### config.mk
export PLATFORM = sky130hd
export DESIGN_NAME = sound_out_buffer
export DESIGN_NICKNAME = d
export VERILOG_FILES = /design/src/rtl/sound_out_buffer.sv
export SDC_FILE = /design/constraint.sdc
export NUM_CORES = 1
export LEC_CHECK = 0
export ABC_AREA = 1
export CORE_ASPECT_RATIO = 0.5
export CORE_MARGIN = 2
export CORE_UTILIZATION = 59
export DETAILED_ROUTE_END_ITERATION = 6
export GPL_TIMING_DRIVEN = 0
export PLACE_DENSITY = 0.79
export SETUP_SLACK_MARGIN = 0.2
export SLEW_MARGIN = 5
export SYNTH_ARGS = -nofsm -noshare
export SYNTH_HDL_FRONTEND = slang
export SYNTH_SLANG_ARGS = --single-unit
### constraint.sdc
create_clock -name in_clk -period 3.3 [get_ports in_clk]
set_input_delay 0.66 -clock in_clk [delete_from_list [all_inputs] [get_ports in_clk]]
set_output_delay 0.66 -clock in_clk [all_outputs]
set_load 0.03 [all_outputs]
### src/rtl/sound_out_buffer.sv
// rtl/sound_out_buffer.sv - NeXT sound-out word FIFO feeding the I2S sender; optional SOUND_OUT_UNDERRUN_CNT_EN adds underrun_cnt
module sound_out_buffer #(
    parameter int DEPTH = 8,
    parameter int BURST = 4
) (
    input  logic                   in_clk,
    input  logic                   rst,
    input  logic                   start,
    input  logic                   stop,
    input  logic                   mono,
    input  logic [31:0]            word_in,
    input  logic                   word_valid,
    output logic                   refill_req,
    input  logic                   sample_req,
    output logic [31:0]            out_data,
    output logic                   out_valid,
    output logic                   underrun,
`ifdef SOUND_OUT_UNDERRUN_CNT_EN
    output logic [15:0]            underrun_cnt,
`endif
    output logic [$clog2(DEPTH):0] level
);

    localparam int AW = $clog2(DEPTH);
    localparam int LW = AW + 1;
    localparam logic [LW:0]   REFILL_LIMIT = (LW + 1)'(DEPTH - BURST);
    localparam logic [LW-1:0] BURST_W      = LW'(BURST);
    localparam logic [LW-1:0] DEPTH_W      = LW'(DEPTH);

    typedef enum logic [1:0] {S_IDLE, S_RUN, S_WAIT} state_t;

    state_t        state;
    state_t        state_next;

    logic [31:0]   mem [DEPTH];
    logic [AW-1:0] wr_ptr;
    logic [AW-1:0] rd_ptr;
    logic [LW-1:0] outstanding;
    logic          half_sel;
    logic          req_d;

    logic          req_evt;
    logic          full;
    logic          empty;
    logic          wr_en;
    logic          rd_en;
    logic          refill_fire;
    logic          pop;
    logic          half_next;
    logic          underrun_evt;
    logic [31:0]   sample_next;
    logic [31:0]   head;

    assign req_evt = sample_req & ~req_d;
    assign full    = (level == DEPTH_W);
    assign empty   = (level == '0);
    assign head    = mem[rd_ptr];
    // Words are only accepted while streaming; stop flushes, so it also blocks the write.
    assign wr_en   = word_valid && (state != S_IDLE) && !full && !stop;
    assign rd_en   = pop && !stop;

    // State register
    always_ff @(posedge in_clk or posedge rst) begin
        if (rst) begin
            state <= S_IDLE;
        end else begin
            state <= state_next;
        end
    end

    // Next state and refill decision; stop overrides everything, including start
    always_comb begin
        state_next  = state;
        refill_fire = 1'b0;
        if (stop) begin
            state_next = S_IDLE;
        end else begin
            case (state)
                S_IDLE: begin
                    if (start) begin
                        state_next = S_RUN;
                    end
                end
                S_RUN: begin
                    if (({1'b0, level} + {1'b0, outstanding}) <= REFILL_LIMIT) begin
                        refill_fire = 1'b1;
                        state_next  = S_WAIT;
                    end
                end
                S_WAIT: begin
                    if (word_valid && (outstanding == LW'(1))) begin
                        state_next = S_RUN;
                    end
                end
                default: state_next = S_IDLE;
            endcase
        end
    end

    // Sample selection for a request event; mono is only re-sampled between words
    always_comb begin
        sample_next  = 32'd0;
        pop          = 1'b0;
        half_next    = half_sel;
        underrun_evt = 1'b0;
        if (req_evt && (state != S_IDLE)) begin
            if (empty) begin
                underrun_evt = 1'b1;
            end else if (!(mono || half_sel)) begin
                sample_next = head;
                pop         = 1'b1;
            end else if (!half_sel) begin
                sample_next = {head[31:16], head[31:16]};
                half_next   = 1'b1;
            end else begin
                sample_next = {head[15:0], head[15:0]};
                pop         = 1'b1;
                half_next   = 1'b0;
            end
        end
    end

    // FIFO storage; contents need no reset because level gates every read
    always_ff @(posedge in_clk) begin
        if (wr_en) begin
            mem[wr_ptr] <= word_in;
        end
    end

    // FIFO pointers and occupancy
    always_ff @(posedge in_clk or posedge rst) begin
        if (rst) begin
            wr_ptr <= '0;
            rd_ptr <= '0;
            level  <= '0;
        end else if (stop) begin
            wr_ptr <= '0;
            rd_ptr <= '0;
            level  <= '0;
        end else begin
            if (wr_en) begin
                wr_ptr <= wr_ptr + AW'(1);
            end
            if (rd_en) begin
                rd_ptr <= rd_ptr + AW'(1);
            end
            case ({wr_en, rd_en})
                2'b10:   level <= level + LW'(1);
                2'b01:   level <= level - LW'(1);
                default: level <= level;
            endcase
        end
    end

    // Outstanding refill words; dropped words still count so a full FIFO cannot stall WAIT
    always_ff @(posedge in_clk or posedge rst) begin
        if (rst) begin
            outstanding <= '0;
        end else if (stop) begin
            outstanding <= '0;
        end else if (refill_fire) begin
            outstanding <= BURST_W;
        end else if ((state == S_WAIT) && word_valid && (outstanding != '0)) begin
            outstanding <= outstanding - LW'(1);
        end
    end

    // Registered outputs, request edge history, half-select and sticky underrun
    always_ff @(posedge in_clk or posedge rst) begin
        if (rst) begin
            req_d      <= 1'b0;
            out_valid  <= 1'b0;
            out_data   <= 32'd0;
            refill_req <= 1'b0;
            half_sel   <= 1'b0;
            underrun   <= 1'b0;
        end else begin
            req_d      <= sample_req;
            out_valid  <= req_evt;
            refill_req <= refill_fire;
            if (req_evt) begin
                out_data <= sample_next;
            end
            half_sel <= stop ? 1'b0 : half_next;
            if (underrun_evt) begin
                underrun <= 1'b1;
            end else if (start) begin
                underrun <= 1'b0;
            end
        end
    end

`ifdef SOUND_OUT_UNDERRUN_CNT_EN
    // Saturating count of underrun events
    always_ff @(posedge in_clk or posedge rst) begin
        if (rst) begin
            underrun_cnt <= 16'd0;
        end else if (underrun_evt) begin
            if (underrun_cnt != 16'hFFFF) begin
                underrun_cnt <= underrun_cnt + 16'd1;
            end
        end else if (start) begin
            underrun_cnt <= 16'd0;
        end
    end
`endif

endmodule

==> flow_summary_export.csv <==
group,metric,value,unit
outcome,status,"finished clean",
synthesis,syn_avg_cell_area,11.7,sq um
pwr,clockPowerShare,0.398,
synthesis,synth.distinct_cells,38,
timing,setup_viol,0,
timing,fin_crit,2.60,ns
synthesis,muxShareOfSynthArea,0,
synthesis,ys_seq_area_frac,0.705,
timing,slew_viol_final,0,
worst_setup_path,crit_type,"in2reg",
floorplan,core_area,21500,sq um
synthesis,yosys.area_share.adder,0.0129,
timing,maxSlewHeadroom,0.494,
cts,path_clk_slew,0.07,ns
timing,rsz0062_at_grt,"no",
route,avgViaCountPerCell,6.00,
global_route,grt_overflow,0,
pwr,power_leakage,5.54,nW
global_route,grt_max_degree,36,
synthesis,synth_seq_cells,309,
synthesis,yosys.area_share.xor_xnor,0.00205,
finish,drive_above_1_share,0.103,
finish,insertedDiodeCount,0,
synthesis,synth_ff_type,"edfxtp_1",
synthesis,yosys.area.top_type_share,0.601,
route,wire_per_inst,21.9,um
synthesis,yosysTopAreaCell,"edfxtp_1",
floorplan,design.die.area,22900,sq um
cts,clockRootBuffer,"clkbuf_16",
cts,cts.sinks,309,
worst_setup_path,cp_data_required_time,3.55,ns
finish,syn2layout_area_growth,17.7,%
floorplan,dieHeight,108,um
global_route,grt_util_all_layers,0.300,
timing,max_freq,384,MHz
worst_setup_path,end_kind,"flip-flop",
floorplan,rows,38,
synthesis,yosys.area_share.simple,0.153,
cts,cts_setup_buffers,0,
route,wl,33400,um
synthesis,syn-num-nets,1142,
route,drc,0,
pwr,p_seq_frac,0.554,
cts,cts_buffers,26,
route,dr_total_vias,9150,
timing,hold_viol,0,
synthesis,synthCells,1091,
placed_design,place_congestion,0.890,
pwr,p_switching,1.69,mW
cts,cts_resized,0,
synthesis,synthArstFlopShare,0.172,
route,dr.pass1.iters,5,
synthesis,synth_top_family_by_area,"simple AND/OR/NAND/NOR gates",
global_route,grt_pass1_wl,50400,um
route,ant_nets,0,
pwr,pwr-share-comb,0.047,
route,drt_iter0_drc,1403,
cts,clock_path_buffers,3,
global_route,grt_pass1_vias,8996,
timing,tightest_slew,0.759,ns
pwr,power,7.76,mW
synthesis,ys_warn_count,0,
placed_design,dp_hpwl,22000,um
pwr,p_sw_frac,0.217,
cts,hold_buffers,0,
floorplan,ioPinCount,78,
flow_run,max_cap_viol_count,0,
floorplan,start_util,0.595,
floorplan,die_x,212,um
synthesis,synth.area.top_cells,"edfxtp_1 (60%), dfrtp_1 (10%), nor2_1 (6.1%)",
pwr,intPower,6.07,mW
synthesis,netlist_area,12800,sq um
cts,tritoncts,"done",
cts,clk_latency,0.56,ns
cts,htreeDepth,1,
worst_setup_path,crit_fanout,19,
synthesis,synth_edf_count,256,
pwr,p_per_area,515,nW/um^2
global_route,antenna_found_initial,0,
placed_design,io_buffers,77,
worst_setup_path,critPathLaunchType,"input port",
worst_hold_path,hold_class,"in2async",
synthesis,synth-compound-area-share,0.0896,
timing,clock-skew-final,0.0167,ns
timing,fin_crit_sh,0.788,
worst_setup_path,cp.arrival,2.85,ns
pwr,max-vdd-ir-drop,0.000349,V
timing,setup_tns,0,ns
finish,fin_nets,1256,
per-stage QoR:
step           instances  utilization  setup WS, ns  hold WS, ns  instance area, sq um
2_1_floorplan       1091            -         0.334        0.541                 12800
5_1_grt             1525        0.701         0.542        0.479                 15100
3_5_place_dp        1477        0.661         0.179        0.484                 14200
6_report            1525        0.701         0.699        0.441                 15100
4_1_cts             1525        0.701         0.729        0.442                 15100
3_3_place_gp        1468        0.649         -1.49        0.490                 13900
path summary, 6_finish.rpt:
check | start | endpoint | slack (ns) | cells past startpoint
worst max-delay path | word_valid | mem[0][18] | 0.70 | 8
worst min-delay path | rst | out_data[28] | 0.44 | 2
worst max register to register | level[1] | mem[0][18] | 0.76 | 7
worst min register to register | out_data[4] | out_data[4] | 0.50 | 2
max in group asynchronous | rst | out_data[29] | 2.31 | 3
min in group in_clk | out_data[4] | out_data[4] | 0.50 | 2
Yosys cell counts (3+ instances only):
library cell	n
inv_2	3
a21oi_1	8
nor2_2	3
o21ai_0	113
buf_4	10
nor2_4	3
nand3_1	84
o211ai_2	6
nor2_1	209
ha_1	10
edfxtp_1	256
buf_2	16
dfrtp_1	53
nand2_2	5
clkbuf_2	3
o22ai_1	15
inv_1	27
clkbuf_1	17
o21ai_1	35
buf_6	11
nand2_1	160
o211ai_1	23
placed cells by master, fill, tap and decap left out, types with 2 or more instances in the layout:
cell / instances
clkinv_4: 3
bufinv_16: 2
o21ai_1: 35
buf_6: 11
dfrtp_1: 53
buf_12: 5
clkinv_1: 3
clkbuf_2: 3
clkbuf_1: 20
inv_2: 4
xor2_1: 2
fa_1: 2
nand2_2: 5
edfxtp_1: 256
inv_1: 26
clkbuf_8: 2
nor3_1: 2
o21a_1: 2
buf_2: 16
clkinv_2: 7
clkinvlp_4: 2
o211ai_1: 23
nor2_1: 201
ha_1: 10
o22ai_1: 15
nor2_4: 11
nand3_1: 84
buf_16: 4
o211ai_2: 6
nor2_2: 3
clkbuf_16: 26
nand2_1: 160
and2_1: 2
o21ai_0: 113
a21oi_1: 8
buf_4: 10
clkdlybuf4s50_1: 77
state kept, by name (all words and copies together), names as in the netlist, 2 cells and up:
| name | cells |
|---|---|
| wr_ptr | 3 |
| level | 4 |
| outstanding | 4 |
| rd_ptr | 3 |
| out_data | 32 |
| state | 2 |
| mem | 256 |
critical path, cell delays in order:
cell and delay (ns):
clkdlybuf4s50_1 0.53, nand2_1 0.10, inv_1 0.06, nand2_1 0.11, nor2_1 0.20, nand2_1 0.31
nor2_4 0.62, buf_16 0.26
power groups by stage:
stage               Combinational (mW)  Clock (mW)  Sequential, mW
finish                           0.367        3.09            4.30
global placement                 0.331           0            4.38
floorplan                        0.142           0            4.41
global route                     0.398        3.25            4.30
CTS                              0.364        3.09            4.30
detailed placement               0.361           0            4.38
metal layers:
metal	track usage	vias to the layer above	wire, um
li1	-	4056	-
met1	0.405	4374	12600
met2	0.479	613	15300
met3	0.0767	107	4450
met4	0.111	0	1080
met5	0	-	0
kinds of logic (layout without fill, tap and decap cells):
| kind of cell | count (synthesis) | count (layout) |
|---|---|---|
| compound gates | 203 | 203 |
| simple gates | 474 | 474 |
| xor+xnor | 3 | 3 |
| fa+ha+maj | 12 | 12 |
| buf+inv | 90 | 224 |
| flops | 309 | 309 |
layout make-up:
cell class	count	area (sq um)
tap	300	375
sequential	309	9010
fill	1452	6430
clock inverter	17	164
clock buffer	31	689
buffer	58	362
inverter	32	121
timing repair buffer	86	981
multi-input combinational	692	3360
(Power assumes the default switching activity.)
